`src/rtl/spi_pkg.sv`:
```
// Shared types and constants for the SPI responder slice.
package spi_pkg;

  // Responder state: waiting for select, or moving bits.
  typedef enum logic [0:0] {
    IDLE  = 1'b0,
    SHIFT = 1'b1
  } spi_state_t;

  localparam int SPI_BYTE_W = 8;
  localparam int SPI_CNT_W  = 3;

  // Byte sent when the host has not supplied one in time.
  localparam logic [SPI_BYTE_W-1:0] SPI_IDLE_BYTE = 8'h00;

endpackage

```
`src/rtl/spi_sync_edge.sv`:
```
// Multi-flop synchronizer for one asynchronous pin, plus a one-flop
// delayed copy of the synced level used to form rise/fall strobes.
module spi_sync_edge #(
  parameter int   SYNC_STAGES = 2,
  parameter logic RESET_VAL   = 1'b0
) (
  input  logic clk,
  input  logic rst,
  input  logic din,
  output logic level,
  output logic rise,
  output logic fall
);

  logic [SYNC_STAGES-1:0] pipe;
  logic                   dly;

  // Synchronizer chain and delayed copy, both preset to the pin's idle level.
  always_ff @(posedge clk) begin
    if (rst) begin
      pipe <= {SYNC_STAGES{RESET_VAL}};
      dly  <= RESET_VAL;
    end else begin
      pipe <= {pipe[SYNC_STAGES-2:0], din};
      dly  <= pipe[SYNC_STAGES-1];
    end
  end

  assign level = pipe[SYNC_STAGES-1];
  assign rise  = level & ~dly;
  assign fall  = ~level & dly;

endmodule

```
`src/rtl/spi_slave.sv`:
```
// Mode-0, MSB-first, byte-oriented SPI responder running in the local clk
// domain. Pins are oversampled; received bytes go to the host as single-cycle
// pulses, transmit bytes come from a one-entry holding register.
//
// Host transmit handshake: tx_ready is high whenever the holding register is
// empty; a byte is taken on any clk edge where tx_valid & tx_ready. tx_valid
// may be held high without a ready, and tx_data only matters on that edge.
module spi_slave
  import spi_pkg::*;
#(
  parameter int                    SYNC_STAGES = 2,
  parameter logic [SPI_BYTE_W-1:0] IDLE_BYTE   = SPI_IDLE_BYTE
) (
  input  logic                  clk,
  input  logic                  rst,
  input  logic                  sclk,
  input  logic                  mosi,
  input  logic                  ss_n,
  output logic                  miso,
  output logic                  miso_oe,
  input  logic [SPI_BYTE_W-1:0] tx_data,
  input  logic                  tx_valid,
  output logic                  tx_ready,
  output logic [SPI_BYTE_W-1:0] rx_data,
  output logic                  rx_valid,
  output logic                  tx_underrun,
  output logic                  busy
);

  localparam int FLUSH_W = $clog2(SYNC_STAGES + 1);

  // Synced pins and edge strobes
  logic sclk_level_unused;  // only sclk edges matter, never its level
  logic sclk_rise;
  logic sclk_fall;
  logic ss_sync;
  logic ss_rise;
  logic ss_fall;
  logic [SYNC_STAGES-1:0] mosi_pipe;
  logic mosi_sync;

  // Arming
  logic [FLUSH_W-1:0] flush_cnt;
  logic               flush_done;
  logic               armed;

  // Holding register
  logic [SPI_BYTE_W-1:0] hold_data;
  logic                  hold_full;

  // Frame engine
  spi_state_t            state;
  logic [SPI_CNT_W-1:0]  bit_cnt;
  logic                  seen_rise;
  logic [SPI_BYTE_W-2:0] rx_sr;
  logic [SPI_BYTE_W-2:0] tx_sr;  // bits still to send after the one on miso
  logic                  frame_start;
  logic                  byte_reload;
  logic                  load_now;
  logic [SPI_BYTE_W-1:0] load_byte;

  spi_sync_edge #(
    .SYNC_STAGES (SYNC_STAGES),
    .RESET_VAL   (1'b0)
  ) u_sclk_sync (
    .clk   (clk),
    .rst   (rst),
    .din   (sclk),
    .level (sclk_level_unused),
    .rise  (sclk_rise),
    .fall  (sclk_fall)
  );

  spi_sync_edge #(
    .SYNC_STAGES (SYNC_STAGES),
    .RESET_VAL   (1'b1)
  ) u_ss_sync (
    .clk   (clk),
    .rst   (rst),
    .din   (ss_n),
    .level (ss_sync),
    .rise  (ss_rise),
    .fall  (ss_fall)
  );

  // mosi only needs the same latency as sclk so the sample lines up with the edge.
  always_ff @(posedge clk) begin
    if (rst) mosi_pipe <= '0;
    else     mosi_pipe <= {mosi_pipe[SYNC_STAGES-2:0], mosi};
  end

  assign mosi_sync = mosi_pipe[SYNC_STAGES-1];

  // Arm only after the synchronizer holds genuine pin samples and shows select
  // high; the preset value must not arm, or a frame already running at reset
  // release would be joined mid-way.
  always_ff @(posedge clk) begin
    if (rst) begin
      flush_cnt <= '0;
      armed     <= 1'b0;
    end else begin
      if (!flush_done)          flush_cnt <= flush_cnt + 1'b1;
      if (flush_done && ss_sync) armed    <= 1'b1;
    end
  end

  assign flush_done = (flush_cnt == FLUSH_W'(SYNC_STAGES));

  // A byte load happens at frame start and on each falling edge that closes a full byte.
  always_comb begin
    frame_start = (state == IDLE) && ss_fall && armed;
    byte_reload = (state == SHIFT) && !ss_rise && !sclk_rise && sclk_fall &&
                  seen_rise && (bit_cnt == '0);
    load_now    = frame_start || byte_reload;
    load_byte   = hold_full ? hold_data : IDLE_BYTE;
  end

  // One-entry transmit holding register; a load empties it, a host write fills it.
  always_ff @(posedge clk) begin
    if (rst) begin
      hold_data <= '0;
      hold_full <= 1'b0;
    end else if (load_now && hold_full) begin
      hold_full <= 1'b0;
    end else if (tx_valid && !hold_full) begin
      hold_data <= tx_data;
      hold_full <= 1'b1;
    end
  end

  assign tx_ready = ~hold_full;

  // Frame FSM: shifts on synced sclk edges, leaves on select release.
  always_ff @(posedge clk) begin
    if (rst) begin
      state       <= IDLE;
      bit_cnt     <= '0;
      seen_rise   <= 1'b0;
      rx_sr       <= '0;
      tx_sr       <= '0;
      rx_data     <= '0;
      rx_valid    <= 1'b0;
      tx_underrun <= 1'b0;
      miso        <= 1'b0;
      miso_oe     <= 1'b0;
      busy        <= 1'b0;
    end else begin
      rx_valid    <= 1'b0;
      tx_underrun <= 1'b0;
      if (load_now) begin
        tx_sr       <= load_byte[SPI_BYTE_W-2:0];
        miso        <= load_byte[SPI_BYTE_W-1];
        tx_underrun <= ~hold_full;
      end
      case (state)
        IDLE: begin
          if (frame_start) begin
            state     <= SHIFT;
            busy      <= 1'b1;
            miso_oe   <= 1'b1;
            bit_cnt   <= '0;
            seen_rise <= 1'b0;
          end
        end
        SHIFT: begin
          if (ss_rise) begin
            // Partial receive byte and unsent transmit bits are dropped.
            state   <= IDLE;
            busy    <= 1'b0;
            miso_oe <= 1'b0;
            miso    <= 1'b0;
            bit_cnt <= '0;
          end else if (sclk_rise) begin
            rx_sr     <= {rx_sr[SPI_BYTE_W-3:0], mosi_sync};
            bit_cnt   <= bit_cnt + 1'b1;
            seen_rise <= 1'b1;
            if (bit_cnt == SPI_CNT_W'(SPI_BYTE_W - 1)) begin
              rx_data  <= {rx_sr, mosi_sync};
              rx_valid <= 1'b1;
            end
          end else if (sclk_fall && seen_rise && (bit_cnt != '0)) begin
            tx_sr <= {tx_sr[SPI_BYTE_W-3:0], 1'b0};
            miso  <= tx_sr[SPI_BYTE_W-2];
          end
        end
        default: state <= IDLE;
      endcase
    end
  end

endmodule

```
`config.mk`:
```
export PLATFORM = sky130hd
export DESIGN_NAME = spi_slave
export DESIGN_NICKNAME = d
export VERILOG_FILES = /design/src/rtl/spi_pkg.sv /design/src/rtl/spi_sync_edge.sv /design/src/rtl/spi_slave.sv
export SDC_FILE = /design/constraint.sdc
export NUM_CORES = 1
export LEC_CHECK = 0
export CAP_MARGIN = 25
export CORE_MARGIN = 2
export CORE_UTILIZATION = 53
export CTS_CLUSTER_SIZE = 28
export DETAILED_ROUTE_END_ITERATION = 12
export PLACE_DENSITY_LB_ADDON = 0.08
export SETUP_SLACK_MARGIN = 0.02
export SYNTH_ARGS = -nofsm -noshare
export SYNTH_HDL_FRONTEND = slang
export SYNTH_SLANG_ARGS = --single-unit
export TNS_END_PERCENT = 100
```
`constraint.sdc`:
```
create_clock -name clk -period 1.7 [get_ports clk]
set_input_delay 0.17 -clock clk [delete_from_list [all_inputs] [get_ports clk]]
set_output_delay 0.17 -clock clk [all_outputs]
set_load 0.02 [all_outputs]
```
==> metrics.txt <==
status complete, no violations; utilization after layout between 60 and 70%; switching power between 0.5 and 0.6 mW; Layout area overhead 19.9%; syn_nets ~250; final worst slack 0.136 ns; Critical-path top delay cell dfxtp_1; max cap viols 0; TritonCTS Buffers 5; Buf/Inv on CP 1; r2r endpoint tx_sr[6]; ant diodes 0; Post-Synth Simple-Gate Area between 20% and 30%; Setup WS pre-CTS 0.124 ns; ys async rst share 0%; CP Class reg2reg; total iterations of the first detailed-routing run 4; cell count after synthesis around 230; most common cell in the synthesized netlist dfxtp_1; Comb power frac between 10% and 20%; P per Cell Area around 900 nW/um^2; Placed Area ~2400 sq um; max-slew headroom at the worst pin approximately three quarters; Buffers on Ports 27; CTS root buf clkbuf_8; reg2reg start bit_cnt[0]; CTS tree done; crit path to tx_sr[6]; Seq/Total Area, Yosys between 40% and 50%; Flop pwr share around three fifths; initial antenna violation count 0; GPL Wtd Cong 0.781; CP Launch Point bit_cnt[0]; Post-DP HPWL approximately 2600 um; top cell type's share of synthesized area 49.8%; setup TNS 0 ns; vias per cell ~5.3; I/O pins 28; WP depth 6; Min-Delay Path Class in2reg; largest family of logic cells by synthesized area simple AND/OR/NAND/NOR gates; total power 2.24 mW; Final period util 92.0%; Placement Rows 22; CTS Sinks 51; internal power 1.68 mW; Die Span Y between 60 and 70 um; pin count of the biggest net entering global routing between 40 and 50; maximum VDD drop ~0.00064 V; synthesis-stage register bit count slightly above 50; Slew @ Worst Pin just under 0.4 ns; CP top delay family compound AO/OA/AOI/OAI gates; EDFF count, synth 0; r2r setup slk 0.14 ns; Post-Syn Area approximately 2100 sq um; post-synth cell types 33; final hold slack roughly 0.2 ns; full die area ~4400 sq um; clock network fraction of total power between 20% and 30%; Tmin final 1.56 ns; Die Width ~66 um; crit end category flip-flop; Final Hold Viols 0; drt wl/cell 12.9 um; post-synthesis adder-cell area fraction under 10%; synthesized area per cell about 9.0 sq um; Worst Path Arrival 1.76 ns; max-slew violation count 0; fin area between 2000 and 2500 sq um; Non-Filler Instances a little over 300; worst-skew pair later-pin latency around 0.29 ns; Synth top cells by count dfxtp_1 (51), nand2_1 (44), a21oi_1 (37), nor2_1 (16), nand3_1 (10); DRC errors left 0; Cell Chain, Critical Path inv_1, ha_1, nor2b_2, a31oi_2, a21oi_1, a2111oi_2; Synth area leader dfxtp_1; Via Count ~1,600; Synth Area in Compound Gates between 10% and 20%; RSZ-0062 raised after global routing yes; Initial Util between 50% and 60%; Clock Skews around 0.008 ns; number of global-route vias before repair between 1,000 and 1,500; # setup viols final 0; Switching Fraction approximately a quarter; mux contribution to synthesized area 0%; fraction of layout cells with a size suffix above 1 13.3%; clk buf depth 2; Worst path max stage delay between 0.3 and 0.4 ns; final wirelength ~4000 um; Ys Warns 0; Max Freq 639 MHz; CP required 1.89 ns; final net count roughly 270; Reg2Reg Depth 6; Critical Path Source Type flip-flop; Reg clk slew, reported paths 0.09 ns; global route overflow 0; htree depth 2; largest cells by area after synthesis dfxtp_1 (50%), a21oi_1 (9.0%), nand2_1 (8.0%); critical path fanouts, max 5; core area 3690 sq um; first-pass GRT wire length between 6000 and 7000 um; Pleak a little over 0.9 nW; 1st-iter DRT viols 95; placed cell count around 300; Synth Area in XOR/XNOR less than 1%; GRT Overall Usage 19.5%; post-route ant nets 0; Synth Flop Type dfxtp_1
-- sequential cells by signal (all words and copies together) (netlist names), 2 cells and up --
| signal | count |
|---|---|
| u_sclk_sync.pipe | 2 |
| flush_cnt | 2 |
| hold_data | 8 |
| rx_data | 8 |
| u_ss_sync.pipe | 2 |
| mosi_pipe | 2 |
| rx_sr | 7 |
| tx_sr | 7 |
| bit_cnt | 3 |
-- cells by family (layout without fill, tap and decap cells) --
group	Yosys count	in the layout
simple gates	99	99
buf+inv	22	48
flops	51	51
compound gates	52	53
xor+xnor	1	1
fa+ha+maj	4	4
-- power groups by stage --
stage	combinational [mW]	sequential, mW	clock (mW)
6_report	0.280	1.30	0.659
5_1_grt	0.318	1.31	0.730
4_1_cts	0.281	1.30	0.679
3_5_place_dp	0.281	1.33	0
3_3_place_gp	0.272	1.33	0
2_1_floorplan	0.195	1.32	0
-- worst register-to-register path, cell delays in order, from the launching register on --
cell and delay [ns]:
dfxtp_1 0.36, inv_1 0.06, ha_1 0.18, nor2b_2 0.18, a31oi_2 0.30, a21oi_1 0.11, a2111oi_2 0.27
-- worst min-delay path by stage --
stage / end / startpoint / depth (start not counted) / slack, ns
5_1_grt: bit_cnt[2] / rst / 2 / 0.22
3_3_place_gp: u_ss_sync.pipe[1] / u_ss_sync.pipe[0] / 1 / 0.41
4_1_cts: bit_cnt[2] / rst / 2 / 0.20
6_report: bit_cnt[2] / rst / 2 / 0.20
3_5_place_dp: u_ss_sync.pipe[1] / u_ss_sync.pipe[0] / 1 / 0.40
2_1_floorplan: u_ss_sync.pipe[0] / ss_n / 1 / 0.27
-- layer usage --
metal / GRT usage [%] / vias up / part of all wire, %
met4: 6.12 / 0 / 0.59
li1: - / 835 / -
met3: 4.60 / 2 / 4.6
met5: 0 / - / 0
met1: 28.2 / 730 / 51
met2: 28.5 / 37 / 43
-- repair_timing --
action | CTS | global route
hold buffers | 0 | 0
setup endpoints to repair | 0 | 7
gates resized for setup | 0 | 2
buffers inserted | 0 | 0
-- area by class of cell --
cell class | count | area, sq um
fillers | 328 | 1230
repair buffers | 36 | 345
well taps | 48 | 60.1
clock buffers | 5 | 68.8
flip-flops and latches | 51 | 1020
clock inverters | 2 | 13.8
inverters | 5 | 18.8
multi-input cells | 157 | 933
-- placed cells by master (no fill, tap or decap), types with 2 or more instances in the layout --
cell | Yosys | final
a32oi_1 | 3 | 3
a21oi_1 | 37 | 37
or2_2 | 3 | 3
a2111oi_2 | 6 | 6
buf_4 | 6 | 8
nand2_1 | 44 | 44
nor2_1 | 16 | 16
nor3_1 | 7 | 7
ha_1 | 4 | 4
nand3_1 | 10 | 10
nand3b_1 | 2 | 2
inv_1 | 5 | 5
nor2b_1 | 8 | 7
clkdlybuf4s50_1 | 0 | 26
dfxtp_1 | 51 | 51
clkbuf_8 | 0 | 5
Power figures use the tool's default switching activity.
